**config.mk**
```make
export PLATFORM = sky130hd
export DESIGN_NAME = mult_scheduler
export DESIGN_NICKNAME = d
export VERILOG_FILES = /design/src/rtl/mult_pkg.sv /design/src/rtl/rr_arbiter.sv /design/src/rtl/mult_scheduler.sv
export SDC_FILE = /design/constraint.sdc
export NUM_CORES = 1
export LEC_CHECK = 0
export CORE_MARGIN = 10
export CORE_UTILIZATION = 40
export CTS_BUF_LIST = sky130_fd_sc_hd__clkbuf_2
export DETAILED_ROUTE_END_ITERATION = 6
export MAX_ROUTING_LAYER = met4
export PLACE_DENSITY = 0.67
export SYNTH_ARGS = -nofsm -noshare
export SYNTH_HDL_FRONTEND = slang
export SYNTH_SLANG_ARGS = --single-unit
```
**constraint.sdc**
```tcl
create_clock -name Clock -period 5.5 [get_ports Clock]
set_clock_uncertainty 0.15 [all_clocks]
set_input_delay 0.55 -clock Clock [delete_from_list [all_inputs] [get_ports Clock]]
set_output_delay 0.55 -clock Clock [all_outputs]
set_load 0.005 [all_outputs]
```
**src/rtl/mult_pkg.sv**
```systemverilog
// mult_pkg: shared state encoding and default sizes for the multiplier scheduler
package mult_pkg;
  localparam int MULT_N_REQ = 2;
  localparam int MULT_WIDTH = 4;
  typedef enum logic [5:0] {
    IdleS  = 6'b000001,
    LoadS  = 6'b000010,
    TestS  = 6'b000100,
    AddS   = 6'b001000,
    ShiftS = 6'b010000,
    DoneS  = 6'b100000
  } mult_state_t;
endpackage

```
**src/rtl/rr_arbiter.sv**
```systemverilog
// rr_arbiter: combinational round-robin pick starting at ptr, wrapping modulo N_REQ
module rr_arbiter
  import mult_pkg::*;
#(
  parameter int N_REQ = MULT_N_REQ
) (
  input  logic [N_REQ-1:0]         req,
  input  logic [$clog2(N_REQ)-1:0] ptr,
  output logic [$clog2(N_REQ)-1:0] win,
  output logic                     found
);
  localparam int SW = $clog2(N_REQ);
  // scan from the farthest offset down so the nearest requester after ptr wins
  always_comb begin
    found = 1'b0;
    win = '0;
    for (int i = N_REQ - 1; i >= 0; i--) begin
      if (req[(int'(ptr) + i) % N_REQ]) begin
        found = 1'b1;
        win = SW'((int'(ptr) + i) % N_REQ);
      end
    end
  end
endmodule

```
**src/rtl/mult_scheduler.sv**
```systemverilog
// mult_scheduler: round-robin sequencer driving a shared shift-add multiplier datapath
module mult_scheduler
  import mult_pkg::*;
#(
  parameter int N_REQ = MULT_N_REQ,
  parameter int WIDTH = MULT_WIDTH
) (
  input  logic                     Clock,
  input  logic                     Reset,
  input  logic [N_REQ-1:0]         req,
  input  logic                     Q0,
  output logic [N_REQ-1:0]         gnt,
  output logic [$clog2(N_REQ)-1:0] sel,
  output logic                     Load,
  output logic                     Add,
  output logic                     Shift,
  output logic [N_REQ-1:0]         done,
  output logic                     Busy
);
  localparam int SW = $clog2(N_REQ);
  localparam int CW = $clog2(WIDTH);
  localparam logic [CW-1:0] LAST = CW'(WIDTH - 1);
  localparam logic [SW-1:0] TOP = SW'(N_REQ - 1);
  mult_state_t state, next;
  logic [CW-1:0] cnt;
  logic [SW-1:0] ptr, win;
  logic found;
  rr_arbiter #(.N_REQ(N_REQ)) u_arb (
    .req(req),
    .ptr(ptr),
    .win(win),
    .found(found)
  );
  // next-state logic; arbitration only matters while idle
  always_comb begin
    next = state;
    case (state)
      IdleS:   next = found ? LoadS : IdleS;
      LoadS:   next = TestS;
      TestS:   next = Q0 ? AddS : ShiftS;
      AddS:    next = ShiftS;
      ShiftS:  next = (cnt == LAST) ? DoneS : TestS;
      DoneS:   next = IdleS;
      default: next = IdleS;
    endcase
  end
  // state, iteration counter, grant index and round-robin pointer
  always_ff @(posedge Clock or posedge Reset) begin
    if (Reset) begin
      state <= IdleS;
      cnt <= '0;
      ptr <= '0;
      sel <= '0;
    end else begin
      state <= next;
      if (state == IdleS && found) sel <= win;
      if (state == LoadS) cnt <= '0;
      else if (state == ShiftS && cnt != LAST) cnt <= cnt + 1'b1;
      if (state == ShiftS && cnt == LAST) ptr <= (sel == TOP) ? '0 : sel + 1'b1;
    end
  end
  // Moore output decode; gnt is rebuilt from sel so it is zero whenever idle
  always_comb begin
    Busy = state != IdleS;
    Load = state == LoadS;
    Add = state == AddS;
    Shift = state == ShiftS;
    gnt = Busy ? {{(N_REQ - 1){1'b0}}, 1'b1} << sel : '0;
    done = (state == DoneS) ? gnt : '0;
  end
endmodule

```
; Word level (Yosys, flattened, before mapping)
; Cells that the tools add are included.
[totals]
register_bits = 10
output_inout_bits = 9
word_cells = 42
[classes]
addsub = 3
order_cmp = 2
n_eq_ne = 9
shifts = 1
muxes = 18
n_bitwise = 1
n_reduce_logical = 4
[op_table]
columns = op, count
row1 = $pmux 6 s5, 1
row2 = $mux 1, 10
row3 = $mux 2, 5
row4 = $eq 6x1->1 const B, 1
row5 = $eq 6x2->1 const B, 1
row6 = $eq 6x3->1 const B, 1
row7 = $eq 6x4->1 const B, 1
row8 = $eq 6x5->1 const B, 1
row9 = $eq 6x6->1 const B, 1
row10 = $mux 6, 1
row11 = $ne 6x1->1 const B, 1
row12 = $mux 5, 1
row13 = $logic_and 1x1->1, 3
row14 = $lt 2x3->1 const B, 1
row15 = $add 1x1->1 const B, 2
row16 = $add 2x1->2 const B, 1
row17 = $eq 2x2->1 const B, 1
row18 = $lt 1x2->1 const B, 1
row19 = $ne 2x2->1 const B, 1
row20 = $reduce_bool 2->1, 1
row21 = $shl 1x1->2 const A, 1
row22 = $and 1x1->1 const A, 1

; Depth between registers and ports, before layout
[logic_depth]
ltp_word = 9
ltp_mapped = 5
mapped_depth_nobuf = 4

; Hierarchy
; A second synthesis with hierarchy kept.
[hier_totals]
hier_cells = 60
area_unflattened_um2 = 555.5
[by_module_without_submodules]
columns = module, instances, cells_each, area_each_um2
row1 = mult_scheduler, 1, 57, 538.0
row2 = rr_arbiter, 1, 3, 17.5

; Least setup slack after synthesis
; OpenSTA, ideal clock, no wires.
[synth_timing]
path_type = register to output
start = register state[4]
end = output Load
arrival_time_ps = 1231
required_time_ps = 4800
path_slack_ps = 3569
path_stages_with_launch = 4
path_cell_list = dfrtp_1 > buf_2 > nor3_1 > and4bb_2
[synth_via]
elab_chain_cells = 1
[synth_rtl]
columns = item, line
row1 = from (decl), mult_scheduler.sv:24  ; mult_state_t state, next;
row2 = from (signal assigned), mult_scheduler.sv:50  ; state <= IdleS;
row3 = from (signal assigned), mult_scheduler.sv:55  ; state <= next;
row4 = $eq 6x2->1, mult_scheduler.sv:65  ; Load = state == LoadS;
row5 = to (decl), mult_scheduler.sv:14  ; output logic Load,
; Every way passes these cells.

; Worst setup path in the final report
; Ends and elaborated chain as after synthesis.

==> impl_metrics.ini <==
[status]
status = complete, no violations

[critical_path]
cp-start-kind = flip-flop
cp_slowest_cell = nor3_1
end_kind = primary output
crit_fanout = 11
required_ps = 4800
critPathKind = flip-flop to primary output
crit_chain = nor3_1 > and4bb_2 > clkdlybuf4s50_1
cpPeakStageDelay_ps = 520
critPathArrivalTime_ps = 2170

[grt]
grt_max_degree = 12
grt_pass1_wl_um = 2190
grtUsageTotal = 0.0795
grt_pass1_vias = 485
grt-ovfl-total = 0
antenna_found_initial = 0

[power]
p_per_area_nw_per_um2 = 452
p_leak_uw = 0.000322
ir_drop_uv = 199

[synthesis]
yosys.area.top_type = dfrtp_1
ys_ff_latch = 10
synthCells = 63
syn_nets = 69
syn-cell-area_um2 = 586
synth_area_leaders = dfrtp_1 (38%), nor2_1 (5.8%), dfstp_2 (4.5%), nor3_1 (3.4%), a41oi_1 (3.0%)
yosys_warnings = 0
yosys.cell_types.count = 30
avgSynthCellArea_um2 = 9.29
synth_top_area_frac = 0.385
seq_area_frac_synth = 0.429

[layout]
final_cell_mix = clkdlybuf4s50_1 (13), nor2_1 (9), dfrtp_1 (9)
multi_input_area_um2 = 293
utilization = 0.546
areaGrowthSynthToFinish_pct = 24.4
final_common_cell = clkdlybuf4s50_1
nets = 83
fill_cells = 122
insertedDiodeCount = 0
drive_above_1_share = 0.118
regArea_um2 = 251

[clock_network]
clockBufferDepth = 2
cts_tree = done
htreeDepth = 1
numCtsBuffers = 3
post-cts-setup-buffers = 0
cts_resized = 0
clk_pin_slew_worst_paths_ps = 110
clkLatencyLatePin_ps = 240
numClockSinks = 10
root_buffer = clkbuf_2
ctsHoldBuffers = 0

[die]
num_io_pins = 14
coreArea_um2 = 1330
start_util = 0.439
die-area_um2 = 3390
die-height_um = 58.3
rows = 13
die_x_um = 58.3

[timing]
fin_crit_sh = 0.522
max_clock_freq_ghz = 0.348
rsz0062_at_grt = no
hold_viol_final = 0
worst_pin_slew_ps = 541
fin_setup_tns_ps = 0
fin_crit_ps = 2870
slew_headroom = 0.637
slew_viol_final = 0
setup_viol = 0

[route]
first_iter_violations = 16
vias = 510
wl_per_cell_um = 14.1
dr.pass1.iters = 4
drt_wl_total_um = 1280
vias_per_cell = 5.60
ant_nets = 0
drcViolationCount = 0

[worst_hold_path]
min_path_type = flip-flop to flip-flop

[placed_design]
gp_congestion = 0.793
dpl.hpwl_um = 976
io_buffers = 13

[flow_run]
maxCapViolCount = 0
-- per-layer routing --
metal,GRT usage,part of all wire,vias to the layer above
li1,-,-,257
met1,0.0983,0.47,239
met2,0.118,0.46,14
met3,0.0349,0.069,0
met4,0.0101,0,0
met5,-,0,-
-- cell families (layout without fill, tap and decap cells) --
kind of cell,count (synthesis),count (layout),synth area share
compound gates,16,16,0.197
xor+xnor,1,1,0.0150
fa+ha+maj,1,1,0.0214
buf+inv,8,21,0.0705
flops,10,10,0.430
simple gates,27,27,0.267
-- worst paths after layout --
path,start,endpoint,slack (ps),depth (start not counted)
worst max-delay path,state[4],Load,2630,3
worst min-delay path,ptr,sel,400,2
worst max register to register,cnt[0],cnt[0],3560,4
worst min register to register,ptr,sel,400,2
max in group asynchronous,Reset,state[0],4440,2
min in group asynchronous,Reset,state[4],430,2
-- per-stage QoR --
step                      total power [uW]  area, um^2  hold slack (ps)  setup slack [ps]  cells
after global placement                 286         708              395              2970     87
after CTS                              332         728              406              2630     91
final                                  329         728              399              2630     91
after detailed placement               287         708              392              2920     87
after floorplan                        226         586              239              3570     63
after global routing                   359         728              431              2460     91
-- synth_stat cells --
cell type  count
ha_1           1
a21oi_1        2
or3b_2         1
nor4b_1        1
nand2_1        1
and2_1         1
inv_1          4
buf_6          1
a41oi_1        2
dfstp_2        1
nand3_1        2
a21oi_2        1
o211ai_1       1
and3_1         2
or4b_4         1
buf_2          3
a211oi_1       1
a31oi_1        2
or3_1          2
nor3_1         4
and4bb_2       1
nor2_1         9
dfrtp_1        9
a311o_1        1
xor2_1         1
o41a_1         1
o21ai_0        3
nand2b_1       1
a21o_1         2
nand3b_1       1
-- report_power, final --
group,internal [uW],switching (uW)
Combinational,87.0,68.4
Sequential,96.1,33.7
Clock,19.3,24.4
Total,202,127
-- area by class of cell --
class / count / area share
Timing Repair Buffer: 13 / 0.179
Inverter: 4 / 0.0206
Sequential cell: 10 / 0.345
Tap cell: 15 / 0.0258
Clock buffer: 4 / 0.0275
Multi-Input combinational cell: 45 / 0.402
-- flip-flops by register name, indices dropped and copies added, names as in the netlist --
name,cells
state,6
cnt,2
ptr,1
sel,1
-- worst max-delay path: cells and delay by family, from the launching register on --
kind / cells / cell delay [ps]
buffers and inverters: 1 / 520
DFF: 1 / 510
and+or+nand+nor: 2 / 900
No activity file was read; power rests on OpenSTA's default activity.
